[src/rtl/instr_sequencer.sv]
// Q-cycle sequencer and instruction decoder for the PIC16-style core.
// Steps each instruction through Q_CYCLES phases. The second-to-last phase
// (EXEC) drives ALU/register-file controls, the last phase (COMMIT) drives
// PC, stack and instruction-register controls. Also tracks return-stack
// depth, pending interrupts and flags undecodable opcodes.
module instr_sequencer #(
  parameter int Q_CYCLES    = 4,
  parameter int INSTR_W     = 14,
  parameter int STACK_DEPTH = 8
) (
  input  logic                             clk,
  input  logic                             rst,
  input  logic [INSTR_W-1:0]               instr_current,
  input  logic                             stall,
  input  logic                             irq_req,
  input  logic                             gie,
  input  logic                             bit_test_res,
  input  logic                             status_z,
  output logic [$clog2(Q_CYCLES)-1:0]      q_count,
  output logic [3:0]                       alu_op,
  output logic                             alu_sel_l,
  output logic                             alu_status_wr_en,
  output logic                             f_wr_en,
  output logic                             w_wr_en,
  output logic                             instr_rd_en,
  output logic                             instr_flush,
  output logic                             pc_incr_en,
  output logic                             pc_j_en,
  output logic                             pc_j_and_push_en,
  output logic                             pc_j_by_pop_en,
  output logic                             pc_irq_vec_sel,
  output logic                             irq_ack,
  output logic                             gie_clr,
  output logic                             gie_set,
  output logic                             illegal_op,
  output logic [$clog2(STACK_DEPTH+1)-1:0] stack_depth,
  output logic                             stack_ovf,
  output logic                             stack_unf
);
  localparam int QW = $clog2(Q_CYCLES);
  localparam int DW = $clog2(STACK_DEPTH+1);
  localparam logic [QW-1:0] Q_EXEC   = QW'(Q_CYCLES-2);
  localparam logic [QW-1:0] Q_COMMIT = QW'(Q_CYCLES-1);
  localparam logic [DW-1:0] D_MAX    = DW'(STACK_DEPTH);

  // ALU operation codes; BIT covers bcf/bsf/btfsc/btfss (ALU reads instr[11:10])
  localparam logic [3:0] ALU_NOP = 4'd0,  ALU_ADD = 4'd1,  ALU_SUB = 4'd2,  ALU_AND = 4'd3;
  localparam logic [3:0] ALU_IOR = 4'd4,  ALU_XOR = 4'd5,  ALU_COM = 4'd6,  ALU_INC = 4'd7;
  localparam logic [3:0] ALU_DEC = 4'd8,  ALU_RRF = 4'd9,  ALU_RLF = 4'd10, ALU_SWAP = 4'd11;
  localparam logic [3:0] ALU_PASSLF = 4'd12, ALU_PASSW = 4'd13, ALU_CLR = 4'd14, ALU_BIT = 4'd15;

  typedef enum logic [2:0] {CK_NORMAL, CK_SKIP, CK_GOTO, CK_CALL, CK_RET, CK_RETFIE} commit_kind_t;

  logic [13:0]  op;
  logic [3:0]   d_op;
  logic         d_sel, d_st, d_f, d_w, d_skip_cond, d_illegal;
  commit_kind_t d_kind;
  logic         irq_pend;
  logic         exec_ph, commit_ph;

  assign op        = instr_current[13:0];
  assign exec_ph   = !rst && !stall && (q_count == Q_EXEC);
  assign commit_ph = !rst && !stall && (q_count == Q_COMMIT);

  // Phase counter: wraps after COMMIT, frozen while stalled
  always_ff @(posedge clk or posedge rst) begin
    if (rst)                     q_count <= '0;
    else if (!stall) q_count <= (q_count == Q_COMMIT) ? '0 : q_count + QW'(1);
  end

  // Opcode decode into EXEC controls and commit class
  always_comb begin
    d_op = ALU_NOP; d_sel = 1'b0; d_st = 1'b0; d_f = 1'b0; d_w = 1'b0;
    d_skip_cond = 1'b0; d_illegal = 1'b0; d_kind = CK_NORMAL;
    unique case (op[13:12])
      2'b00: begin
        d_f = op[7];
        d_w = ~op[7];
        case (op[11:8])
          4'h0: if (op[7]) d_op = ALU_PASSW;
                else begin
                  d_f = 1'b0; d_w = 1'b0;
                  case (op[6:0])
                    7'h08: d_kind = CK_RET;
                    7'h09: d_kind = CK_RETFIE;
                    7'h00, 7'h20, 7'h40, 7'h60, 7'h63, 7'h64: ; // nop, sleep, clrwdt
                    default: d_illegal = 1'b1;
                  endcase
                end
          4'h1: begin d_op = ALU_CLR;    d_st = 1'b1; end
          4'h2: begin d_op = ALU_SUB;    d_st = 1'b1; end
          4'h3: begin d_op = ALU_DEC;    d_st = 1'b1; end
          4'h4: begin d_op = ALU_IOR;    d_st = 1'b1; end
          4'h5: begin d_op = ALU_AND;    d_st = 1'b1; end
          4'h6: begin d_op = ALU_XOR;    d_st = 1'b1; end
          4'h7: begin d_op = ALU_ADD;    d_st = 1'b1; end
          4'h8: begin d_op = ALU_PASSLF; d_st = 1'b1; end
          4'h9: begin d_op = ALU_COM;    d_st = 1'b1; end
          4'hA: begin d_op = ALU_INC;    d_st = 1'b1; end
          4'hB: begin d_op = ALU_DEC;    d_st = 1'b1; d_kind = CK_SKIP; d_skip_cond = status_z; end
          4'hC: begin d_op = ALU_RRF;    d_st = 1'b1; end
          4'hD: begin d_op = ALU_RLF;    d_st = 1'b1; end
          4'hE: d_op = ALU_SWAP;
          default: begin d_op = ALU_INC; d_st = 1'b1; d_kind = CK_SKIP; d_skip_cond = status_z; end
        endcase
      end
      2'b01: begin
        d_op = ALU_BIT;
        if (!op[11]) d_f = 1'b1;
        else begin d_kind = CK_SKIP; d_skip_cond = bit_test_res; end
      end
      2'b10: d_kind = op[11] ? CK_GOTO : CK_CALL;
      default: begin
        d_sel = 1'b1;
        d_w   = 1'b1;
        case (op[11:8])
          4'h0, 4'h1, 4'h2, 4'h3: d_op = ALU_PASSLF;
          4'h4, 4'h5, 4'h6, 4'h7: begin d_op = ALU_PASSLF; d_kind = CK_RET; end
          4'h8: begin d_op = ALU_IOR; d_st = 1'b1; end
          4'h9: begin d_op = ALU_AND; d_st = 1'b1; end
          4'hA: begin d_op = ALU_XOR; d_st = 1'b1; end
          4'hB: begin d_sel = 1'b0; d_w = 1'b0; d_illegal = 1'b1; end
          4'hC, 4'hD: begin d_op = ALU_SUB; d_st = 1'b1; end
          default:    begin d_op = ALU_ADD; d_st = 1'b1; end
        endcase
      end
    endcase
  end

  // Phase-gated strobes; an interrupt replaces a normal commit
  always_comb begin
    alu_op = ALU_NOP; alu_sel_l = 1'b0; alu_status_wr_en = 1'b0; f_wr_en = 1'b0; w_wr_en = 1'b0;
    instr_rd_en = 1'b0; instr_flush = 1'b0; pc_incr_en = 1'b0; pc_j_en = 1'b0;
    pc_j_and_push_en = 1'b0; pc_j_by_pop_en = 1'b0; pc_irq_vec_sel = 1'b0;
    irq_ack = 1'b0; gie_clr = 1'b0; gie_set = 1'b0; illegal_op = 1'b0;
    if (exec_ph) begin
      alu_op = d_op; alu_sel_l = d_sel; alu_status_wr_en = d_st; f_wr_en = d_f; w_wr_en = d_w;
    end
    if (commit_ph) begin
      illegal_op = d_illegal;
      case (d_kind)
        CK_NORMAL:
          if (irq_pend) begin
            pc_j_and_push_en = 1'b1; pc_irq_vec_sel = 1'b1; instr_flush = 1'b1;
            gie_clr = 1'b1; irq_ack = 1'b1;
          end else begin
            instr_rd_en = 1'b1; pc_incr_en = 1'b1;
          end
        CK_SKIP: begin
          pc_incr_en = 1'b1;
          if (d_skip_cond) instr_flush = 1'b1;
          else             instr_rd_en = 1'b1;
        end
        CK_GOTO: begin pc_j_en = 1'b1; instr_flush = 1'b1; end
        CK_CALL: begin pc_j_and_push_en = 1'b1; instr_flush = 1'b1; end
        CK_RET:  begin pc_j_by_pop_en = 1'b1; instr_flush = 1'b1; end
        default: begin pc_j_by_pop_en = 1'b1; instr_flush = 1'b1; gie_set = 1'b1; end
      endcase
    end
  end

  // Interrupt pending latch and saturating stack-depth tracker with sticky errors
  always_ff @(posedge clk or posedge rst) begin
    if (rst) begin
      irq_pend    <= 1'b0;
      stack_depth <= '0;
      stack_ovf   <= 1'b0;
      stack_unf   <= 1'b0;
    end else begin
      if (irq_ack)             irq_pend <= 1'b0;
      else if (irq_req && gie) irq_pend <= 1'b1;
      if (pc_j_and_push_en) begin
        if (stack_depth == D_MAX) stack_ovf   <= 1'b1;
        else                      stack_depth <= stack_depth + DW'(1);
      end
      if (pc_j_by_pop_en) begin
        if (stack_depth == '0) stack_unf   <= 1'b1;
        else                   stack_depth <= stack_depth - DW'(1);
      end
    end
  end
endmodule

[config.mk]
export PLATFORM = sky130hd
export DESIGN_NAME = instr_sequencer
export DESIGN_NICKNAME = d
export VERILOG_FILES = /design/src/rtl/instr_sequencer.sv
export SDC_FILE = /design/constraint.sdc
export NUM_CORES = 1
export LEC_CHECK = 0
export CAP_MARGIN = 20
export CORE_ASPECT_RATIO = 1.75
export CORE_MARGIN = 3
export CORE_UTILIZATION = 46
export DETAILED_ROUTE_END_ITERATION = 8
export PLACE_DENSITY_LB_ADDON = 0.2
export SLEW_MARGIN = 20
export SYNTH_ARGS = -nofsm -noshare
export SYNTH_HDL_FRONTEND = slang
export SYNTH_SLANG_ARGS = --single-unit
[constraint.sdc]
create_clock -name clk -period 2.7 [get_ports clk]
set_input_delay 0.54 -clock clk [delete_from_list [all_inputs] [get_ports clk]]
set_output_delay 0.54 -clock clk [all_outputs]
set_load 0.01 [all_outputs]
==> out/results.tsv, run 1 <==
metric	value	unit
outcome	stopped before the end	
lastStage	5_1_grt	
error_line	[ERROR GRT-0232] Routing congestion too high. Check the congestion heatmap in the GUI.	
portBuffers	47	
dp_hpwl	3938	um
postGrtWorstEndpoint	gie_set	
synth_warnings	0	
num_rows	23	
syn-num-nets	178	
synth_top_area_share	19.96	%
post-place-ws	-0.5122	ns
synthFlopType	dfrtp_1	
cts_made_buffers	3	
cts_sinks	9	
synth_edf_count	0	
synth-async-reset-ratio	100.0	%
htreeDepth	1	
netlist_instances	153	
synth.largest_area_cell	dfrtp_1	
clockBufferDepth	2	
cts-hold-fix-buffers	0	
dieWidth	43.44	um
fp.dieH	71.53	um
avgSynthCellArea	7.376	sq um
synth_area_leaders	dfrtp_1, a21oi_1, nand2_1	
dp.cells	267	
start_util	49.02	%
endpoint_type	primary output	
track_usage	62.36	%
syn-cell-area	1129	sq um
ys_types	51	
boundaryPins	48	
ys_seq_area_share	19.96	%
synth_seq_cells	9	
cts_root_buffer	clkbuf_8	
dpl-instance-area	1963	sq um
grt_start_max_net_pins	11	
gr-total-overflow	5	
netlist_top_cells_count	a21oi_1, nand2_1, nor2_1	
routabilityCongestion	1.006	
synth_most_common_cell	a21oi_1	
per-layer routing:
| layer | track usage [%] | overflow |
|---|---|---|
| met5 | 0 | 0 |
| met1 | 59.53 | 0 |
| met2 | 83.53 | 1 |
| met3 | 35.68 | 0 |
| met4 | 72.48 | 4 |
timing repair:
item,in CTS
gates resized for setup,57
setup endpoints to repair,19
cloned,1
setup buffers,9
pin swaps,7
per-stage QoR:
step / utilization [%] / TNS [ns]
after CTS: 91.41 / 0
after detailed placement: 85.27 / -7.095
after global placement: 85.27 / -6.329
after floorplan: - / 0
cells by family after synthesis:
| family | Yosys count | synth area share [%] |
|---|---|---|
| muxes | 3 | 2.661 |
| and+or+nand+nor | 65 | 33.70 |
| AOI/OAI and AO/OA | 50 | 29.60 |
| xor gates and xnor gates | 2 | 1.552 |
| adders and majority gates | 4 | 4.435 |
| DFF | 9 | 19.96 |
| buffers and inverters | 20 | 8.092 |
==> inputs of run 2 (changes only) <==
--- a/config.mk
+++ b/config.mk
@@ -6,11 +6,10 @@
 export NUM_CORES = 1
 export LEC_CHECK = 0
 export CAP_MARGIN = 20
-export CORE_ASPECT_RATIO = 1.75
-export CORE_MARGIN = 3
-export CORE_UTILIZATION = 46
+export CORE_AREA = 3 3 64 66
 export DETAILED_ROUTE_END_ITERATION = 8
-export PLACE_DENSITY_LB_ADDON = 0.2
+export DIE_AREA = 0 0 67 69
+export PLACE_DENSITY_LB_ADDON = 0.15
 export SLEW_MARGIN = 20
 export SYNTH_ARGS = -nofsm -noshare
 export SYNTH_HDL_FRONTEND = slang
==> out/results.tsv, run 2 <==
metric	value	unit
max_slew_margin	72.94	%
min_period_over_period	97.05	%
wire_per_inst	13.54	um
synth_warnings	0	
min_period	2.620	ns
drive_gt1_share	34.41	%
rsz0062_at_grt	false	
final_cells	295	
syn-num-nets	178	
met2_usage	32.75	%
cts-hold-fix-buffers	0	
power_density	458.2	nW/um^2
gr-total-overflow	0	
fmax	381.6	MHz
antenna_cells	0	
coreArea	3633	sq um
p_leak	0.0009998	uW
ys_seq_area_share	19.96	%
final_cell_mix	buf_4, clkdlybuf4s50_1, dlygate4sd2_1	
worstPathArrival	2.08	ns
worstPathRequired	2.16	ns
dieWidth	67	um
synth_seq_cells	9	
synth-async-reset-ratio	100.0	%
start_util	31.06	%
cts_root_buffer	clkbuf_8	
synth_edf_count	0	
startpoint_type	input pin	
maxSlewViolCount	0	
portBuffers	47	
grt_start_max_net_pins	12	
busiest_layer	met2	
area_delta_synth_final	82.15	%
syn-cell-area	1129	sq um
antenna_found_initial	0	
use_met1	21.46	%
grt_pass1_vias	1539	
synth_top_area_share	19.96	%
crit_type	in2out	
ys_types	51	
peakVddDrop	0.4105	mV
route.detailed.drc	0	
worstSetupEndpointType	output port	
boundaryPins	48	
drtIter0Drc	81	
finalHoldViolations	0	
viasPerCell	5.092	
dp.cells	285	
synthFlopType	dfrtp_1	
dp_hpwl	3209	um
worstMarginPinSlew	0.4050	ns
netlist_top_cells_count	a21oi_1, nand2_1, nor2_1	
cts_tree	built	
r2r_slack	0.72	ns
cts_made_buffers	3	
grt_util_met3	2.280	%
track_usage	18.16	%
htreeDepth	1	
wl	3994	um
cts_sinks	9	
clock_skew	0.0004215	ns
netlist_instances	153	
routabilityCongestion	0.8715	
fp.dieH	69	um
synth.largest_area_cell	dfrtp_1	
final_core_util	56.58	%
dr.pass1.iters	4	
holdWs	0.4693	ns
dieArea	4623	sq um
largest_register	stack_depth	
min_path_type	reg2reg	
avgSynthCellArea	7.376	sq um
synth_area_leaders	dfrtp_1, a21oi_1, nand2_1	
drv_cap	0	
final_common_cell	buf_4	
reg_top3	stack_depth: 4 flops, q_count: 2 flops	
layout.nets	273	
outcome	completed	
num_vias	1502	
clkSlewWorstSetupHoldPaths	0.05	ns
clockBufferDepth	2	
worstSkewPairLatency	0.23	ns
num_rows	22	
largest_register_ffs	4	
synth_most_common_cell	a21oi_1	
setup_viol	0	
grt_pass1_wl	6755	um
final_antenna_net_count	0	
critPathMaxFanout	3	
tns	0	ns
run 2: cell counts after synthesis:
Identical to the previous run, type by type.
run 2: kinds of logic (layout without fill, tap and decap cells):
family / Yosys count / count (layout) / share of synthesized area [%]
AOI/OAI and AO/OA: 50 / 50 / 29.60
xor gates and xnor gates: 2 / 2 / 1.552
adders and majority gates: 4 / 4 / 4.435
buffers and inverters: 20 / 114 / 8.092
DFF: 9 / 9 / 19.96
muxes: 3 / 3 / 2.661
and+or+nand+nor: 65 / 65 / 33.70
run 2: final timing paths:
check	startpoint	endpoint	cells past startpoint
max	instr_current[0]	instr_flush	9
min reg2reg	stack_unf	stack_unf	1
min	stack_unf	stack_unf	1
min in group asynchronous	rst	q_count[1]	2
max reg2reg	q_count[0]	stack_depth[2]	8
max in group asynchronous	rst	stack_depth[3]	2
run 2: critical path: stages:
cell,delay [ns]
clkdlybuf4s50_1,0.44
and3b_1,0.20
nand4_1,0.13
nand3_2,0.13
buf_6,0.13
buf_4,0.12
buf_4,0.12
a21oi_2,0.13
buf_2,0.14
run 2: metrics by stage:
stage          worst slack, ns  instance area, sq um  power, uW
3_3_place_gp           -0.4311                  1954      745.5
4_1_cts               0.008494                  2066      946.9
3_5_place_dp           -0.4848                  1954      759.6
5_1_grt               0.001905                  2056       1030
6_report               0.07955                  2056      942.0
2_1_floorplan           0.4738                  1129      488.9
run 2: timing repair:
item | 4_1_cts | 5_1_grt
pin swaps | 7 | 5
endpoints found under the setup margin | 19 | 14
resized for setup | 46 | 23
setup buffers | 7 | 0
run 2: where the power goes:
| part | leakage [uW] | internal (uW) | switching (uW) |
|---|---|---|---|
| sequential | 0.000110 | 183 | 61.6 |
| combinational | 0.000867 | 300 | 239 |
| clock | 0.0000228 | 103 | 55.7 |
| total | 0.00100 | 586 | 356 |
run 2: per-layer routing:
| layer | vias up | part of all wire (%) |
|---|---|---|
| li1 | 750 | - |
| met1 | 694 | 41 |
| met2 | 50 | 52 |
| met3 | 8 | 5.7 |
| met4 | 0 | 1.1 |
| met5 | - | 0 |
run 2: final cells by class:
type                       count  area, sq um
multi-input combinational    124        849.6
timing repair buffer          99        834.6
clock buffer                   4        45.04
fill                         354         1578
sequential                     9        225.2
inverter                      11        41.29
tap                           48        60.06
Note: power is estimated with default switching activity, not from simulation.
==> inputs of run 3 (changes only) <==
--- a/config.mk
+++ b/config.mk
@@ -7,6 +7,7 @@
 export LEC_CHECK = 0
 export CAP_MARGIN = 20
 export CORE_AREA = 3 3 64 66
+export CTS_CLUSTER_DIAMETER = 80
 export DETAILED_ROUTE_END_ITERATION = 8
 export DIE_AREA = 0 0 67 69
 export PLACE_DENSITY_LB_ADDON = 0.15
==> results of run 3 <==
Same layout as run 2: the final DEF is identical, and so are final timing and power.
==> inputs of run 4 (changes only) <==
--- a/config.mk
+++ b/config.mk
@@ -5,7 +5,6 @@
 export SDC_FILE = /design/constraint.sdc
 export NUM_CORES = 1
 export LEC_CHECK = 0
-export CAP_MARGIN = 20
 export CORE_AREA = 3 3 64 66
 export CTS_CLUSTER_DIAMETER = 80
 export DETAILED_ROUTE_END_ITERATION = 8
==> results of run 4 <==
Same layout as run 2: the final DEF is identical, and so are final timing and power.
